===== config.mk =====
export PLATFORM = sky130hd
export DESIGN_NAME = alu_pipe
export DESIGN_NICKNAME = d
export VERILOG_FILES = /design/src/rtl/alu_pipe.sv
export SDC_FILE = /design/constraint.sdc
export NUM_CORES = 1
export LEC_CHECK = 0
export CORE_UTILIZATION = 45
export CTS_BUF_LIST = sky130_fd_sc_hd__clkbuf_2 sky130_fd_sc_hd__clkbuf_4 sky130_fd_sc_hd__clkbuf_8
export CTS_CLUSTER_DIAMETER = 40
export DETAILED_ROUTE_END_ITERATION = 10
export GPL_ROUTABILITY_DRIVEN = 0
export MAX_ROUTING_LAYER = met4
export PLACE_DENSITY_LB_ADDON = 0.05
export SLEW_MARGIN = 20
export SYNTH_ARGS = -nofsm -noshare
export SYNTH_HDL_FRONTEND = slang
export SYNTH_SLANG_ARGS = --single-unit

===== constraint.sdc =====
create_clock -name clk -period 12.04 [get_ports clk]
set_input_delay 2.408 -clock clk [delete_from_list [all_inputs] [get_ports clk]]
set_output_delay 2.408 -clock clk [all_outputs]
set_load 0.005 [all_outputs]

===== src/rtl/alu_pipe.sv =====
// Handshaked ALU stage: registered result with zero/carry/illegal flags and valid/ready on both sides.
// Define ALU_PIPE_MUL_EN to enable the iterative shift-add multiplier on opcode 4'b1000.
module alu_pipe #(
  parameter int WIDTH = 32
) (
  input  logic             clk,
  input  logic             rst_n,
  input  logic             in_valid,
  output logic             in_ready,
  input  logic [WIDTH-1:0] a,
  input  logic [WIDTH-1:0] b,
  input  logic [3:0]       opcode,
  output logic             out_valid,
  input  logic             out_ready,
  output logic [WIDTH-1:0] result,
  output logic             zero_flag,
  output logic             carry_flag,
  output logic             illegal
);
  localparam int SHW = $clog2(WIDTH);

  // Handshake: a beat transfers on a rising edge where valid && ready are both high.
  // in_ready never depends on in_valid; out_valid is held until out_ready takes it.
  logic             accept;
  logic             busy;
  logic [WIDTH:0]   sum_ext;
  logic [WIDTH:0]   diff_ext;
  logic [WIDTH-1:0] alu_res;
  logic             alu_carry;
  logic             alu_ill;
  logic             load;
  logic [WIDTH-1:0] ld_res;
  logic             ld_carry;
  logic             ld_ill;

  assign in_ready = rst_n && !busy && (!out_valid || out_ready);
  assign accept   = in_valid && in_ready;
  assign sum_ext  = {1'b0, a} + {1'b0, b};
  assign diff_ext = {1'b0, a} - {1'b0, b};

  always_comb begin
    alu_res   = '0;
    alu_carry = 1'b0;
    alu_ill   = 1'b0;
    case (opcode)
      4'b0000: begin alu_res = sum_ext[WIDTH-1:0];  alu_carry = sum_ext[WIDTH];  end
      4'b0001: begin alu_res = diff_ext[WIDTH-1:0]; alu_carry = diff_ext[WIDTH]; end
      4'b0010: alu_res = a & b;
      4'b0011: alu_res = a | b;
      4'b0100: alu_res = a ^ b;
      4'b0101: alu_res = {{(WIDTH-1){1'b0}}, (a < b)};
      4'b0110: alu_res = a << b[SHW-1:0];
      4'b0111: alu_res = a >> b[SHW-1:0];
      default: alu_ill = 1'b1;
    endcase
  end

`ifdef ALU_PIPE_MUL_EN
  typedef enum logic {IDLE, BUSY} state_t;
  state_t           state, state_nxt;
  logic             is_mul;
  logic             mul_done;
  logic [SHW-1:0]   cnt;
  logic [WIDTH-1:0] mul_a, mul_b, acc, acc_nxt;

  assign is_mul  = (opcode == 4'b1000);
  assign busy    = (state == BUSY);
  assign acc_nxt = mul_b[0] ? acc + mul_a : acc;

  always_ff @(posedge clk) begin
    if (!rst_n) state <= IDLE;
    else        state <= state_nxt;
  end

  always_comb begin
    state_nxt = state;
    mul_done  = 1'b0;
    case (state)
      IDLE: if (accept && is_mul) state_nxt = BUSY;
      BUSY: if (cnt == SHW'(WIDTH - 1)) begin
        state_nxt = IDLE;
        mul_done  = 1'b1;
      end
      default: state_nxt = IDLE;
    endcase
  end

  // One partial product per clock: multiplicand shifts left while multiplier bits shift out.
  always_ff @(posedge clk) begin
    if (!rst_n) begin
      cnt   <= '0;
      mul_a <= '0;
      mul_b <= '0;
      acc   <= '0;
    end else if (accept && is_mul) begin
      cnt   <= '0;
      mul_a <= a;
      mul_b <= b;
      acc   <= '0;
    end else if (busy) begin
      cnt   <= cnt + SHW'(1);
      mul_a <= mul_a << 1;
      mul_b <= mul_b >> 1;
      acc   <= acc_nxt;
    end
  end

  assign load     = (accept && !is_mul) || mul_done;
  assign ld_res   = mul_done ? acc_nxt : alu_res;
  assign ld_carry = mul_done ? 1'b0 : alu_carry;
  assign ld_ill   = mul_done ? 1'b0 : alu_ill;
`else
  assign busy     = 1'b0;
  assign load     = accept;
  assign ld_res   = alu_res;
  assign ld_carry = alu_carry;
  assign ld_ill   = alu_ill;
`endif

  // A new completion wins over a drain in the same clock, giving one result per clock.
  always_ff @(posedge clk) begin
    if (!rst_n) begin
      out_valid  <= 1'b0;
      result     <= '0;
      zero_flag  <= 1'b0;
      carry_flag <= 1'b0;
      illegal    <= 1'b0;
    end else if (load) begin
      out_valid  <= 1'b1;
      result     <= ld_res;
      zero_flag  <= (ld_res == '0);
      carry_flag <= ld_carry;
      illegal    <= ld_ill;
    end else if (out_valid && out_ready) begin
      out_valid  <= 1'b0;
    end
  end
endmodule


==> qor.csv <==
metric,value,unit
Top Metal Used,met4,
crit path kind,in -> reg,
synthesized area per cell,7.24,um^2
Max Clk Rate,143,MHz
Power Density,62.8,mW/mm^2
post-DR wirelength/cell,25.9,um
H-tree levels,2,
met3 wire length,5950,um
setup bufs post-CTS,0,
# port buffers,108,
Max IR drop VDD,0.0509,mV
sw frac,0.489,
Overall Global Routing Usage,0.395,
die area,0.0244,mm^2
Main synth FF type,dfxtp_1,
crit-path max FO,65,
"FFs w/ async S/R, synth",0,
Mapped Cells,1476,
Synth Area in Compound Gates,0.294,
Int Pwr,0.384,mW
Vias,12800,
# fillers,2403,
CP arrival,7.22,ns
Adder-Cell Fraction of Synth Area,0.127,
Worst Reg2Reg Path Length in Cells,12,
skew final,0.00225,ns
Psw,0.368,mW
Placed Area,0.0119,mm^2
Tot Pwr,0.752,mW
final hold vios,0,
number of global-route vias before repair,11400,
largest cells by area after synthesis,"ha_1, mux4_2, dfxtp_1, a21oi_1, nor2_1",
Chip Width,156,um
Vert. Die Dim,156,um
clock sinks,36,
"Reg clk slew, reported paths",0.07,ns
unrepaired setup endpoints after global routing,false,
Syn Nets,1655,
Cells on Worst Hold Path,2,
Core ar.,0.0234,mm^2
largest net degree at the start of global routing,68,
area of the mapped netlist,0.0107,mm^2
IO Pins,109,
total CTS buffers,5,
count of state elements after synthesis,36,
combinational share of power,0.681,
worst slew pin tran,1.14,ns
Static Leakage,4.74,nW
multiplexer area fraction after synthesis,0.177,
Reg power frac,0.175,
Clock power frac,0.144,
post-synth cell types,85,
DRC,0,
via/cell ratio,7.02,
final setup TNS,0,ns
Crit path required time,12.26,ns
Post-DP HPWL,36700,um
initial antenna violation count,2,
combinational family with the most area after synthesis,compound AO/OA/AOI/OAI gates,
Yosys top cell by area,ha_1,
HP Class,reg -> reg,
Initial DRT Pass Iterations,6,
Met1 Wirelength,18900,um
routed wl met2,20100,um
FP Rows,56,
final WL,47200,um
Post-Place Cells,1815,
Final Critical Period,7.01,ns
yosys warns,0,
Worst-Skew Late Latency,0.30,ns
proportion of synthesized chip area in sequential cells,0.0674,
# setup viols final,0,
nets,1682,
final instance area,0.0120,mm^2
Final ANT Viol Nets,0,
CTS tree,yes,
CP Capture Type,flop,
Max clock buf depth,2,
post-CTS sizing,0,
first-pass GRT wire length,70800,um
hold_buf cts,0,
crit start category,primary input,
share of post-route cells with drive strength above 1,0.0984,
Max Slew Vio Count,0,
Worst slew margin,0.237,
Synth-to-Final Area Change,12.1,%
XOR/XNOR share of the synthesized area,0.0156,
CTS root buf,clkbuf_8,
Starting DRT DRC Count,2342,
final worst path period share,0.582,
Synth Area in Simple Gates,0.233,
initial core utilization,0.457,
number of synthesized flops with an enable pin,0,
Final Non-Filler Cells,1825,
status,finished clean,
# Max-Cap Violations,0,
overflow left after global routing,0,
post-synth top area share,0.123,
[final timing paths]
kind	startpoint	to	slack, ns
worst max register to register	out_valid	zero_flag	8.35
worst min-delay path	result[8]	result[8]	0.46
worst min register to register	result[8]	result[8]	0.46
worst max-delay path	b[1]	zero_flag	5.03
[cells by family (layout without fill, tap and decap cells)]
kind of cell	count (synthesis)	count (layout)
and+or+nand+nor	504	504
AOI/OAI and AO/OA	472	472
buffers and inverters	224	252
muxes	114	114
adders and majority gates	107	107
DFF	36	36
xor gates and xnor gates	19	19
other	0	2
[cell usage in the layout, fill, tap and decap left out, types with 8 or more instances in the layout]
master and instances:
a211o_1 11, a211oi_1 22, a21o_1 11, a21oi_1 123, a22oi_1 15, a311oi_1 8, a31oi_1 20, and3_1 14
buf_4 26, clkdlybuf4s50_1 104, dfxtp_1 36, ha_1 105, inv_1 109, mux2_2 24, mux2i_1 30, mux4_2 57
nand2_1 110, nand2b_1 13, nand3_1 68, nand4_1 19, nor2_1 134, nor2b_1 24, nor3_1 46, nor4_1 13
o211ai_1 29, o21ai_0 94, o21bai_1 10, o221ai_1 9, o22ai_1 13, o31ai_1 19, or3_1 12, xnor2_1 17
[synth_stat cells (all sizes together) (8+ instances only)]
cell and instances:
a2111oi 8, a211o 11, a211oi 23, a21o 11, a21oi 123, a22oi 15
a311oi 8, a31oi 20, and3 14, buf 30, clkbuf 83, dfxtp 36
ha 105, inv 110, mux2 27, mux2i 30, mux4 57, nand2 111
nand2b 13, nand3 68, nand4 19, nor2 134, nor2b 24, nor3 46
nor4 16, o211ai 29, o21ai 94, o21bai 10, o221ai 9, o22ai 13
o31ai 20, or2 8, or3 12, xnor2 17
[critical path: stages]
cell and delay (ns):
buf_2 0.07, buf_4 0.62, inv_2 0.53, ha_1 0.47
a21o_1 0.18, and4_1 0.27, o211ai_1 0.41, nand2b_1 0.13
a221o_1 0.37, a2111oi_0 0.65, nor2b_1 0.27, nand4_1 0.16
nor4_2 0.32, nand3_1 0.13, o31ai_2 0.22
[sequential cells by signal, summed over array words and instances, names as in the netlist]
signal and flops:
illegal 1, carry_flag 1, result 32, zero_flag 1, out_valid 1
[per-stage QoR]
step           setup WS (ns)  hold slack (ns)  utilization
2_1_floorplan           5.59            0.451            -
5_1_grt                 4.59            0.477        0.512
3_5_place_dp            4.80            0.448        0.507
4_1_cts                 5.10            0.459        0.512
6_report                5.03            0.456        0.512
3_3_place_gp            4.89            0.449        0.507
[final cells by class]
| cell class | instances | area (um^2) | area share |
|---|---|---|---|
| diodes | 2 | 5.00 | 0.000418 |
| clock buffers | 6 | 76.3 | 0.00637 |
| multi-input cells | 1216 | 9080 | 0.758 |
| inverters | 111 | 417 | 0.0348 |
| well taps | 319 | 399 | 0.0333 |
| flip-flops and latches | 36 | 721 | 0.0602 |
| repair buffers | 133 | 1250 | 0.104 |
| clock inverters | 2 | 35.0 | 0.00292 |
[power by group through the flow]
| stage | Clock (mW) | Sequential (mW) | Combinational, mW |
|---|---|---|---|
| 2_1_floorplan | 0 | 0.135 | 0.317 |
| 3_3_place_gp | 0 | 0.134 | 0.488 |
| 3_5_place_dp | 0 | 0.134 | 0.489 |
| 4_1_cts | 0.112 | 0.131 | 0.492 |
| 5_1_grt | 0.115 | 0.132 | 0.542 |
| 6_report | 0.108 | 0.131 | 0.512 |
[metal layers]
| layer | vias to the layer above | global-route usage |
|---|---|---|
| met5 | - | - |
| met4 | 0 | 0.170 |
| met3 | 169 | 0.0722 |
| met2 | 991 | 0.585 |
| met1 | 6035 | 0.522 |
| li1 | 5609 | - |
Note: power is estimated with default switching activity, not from simulation.
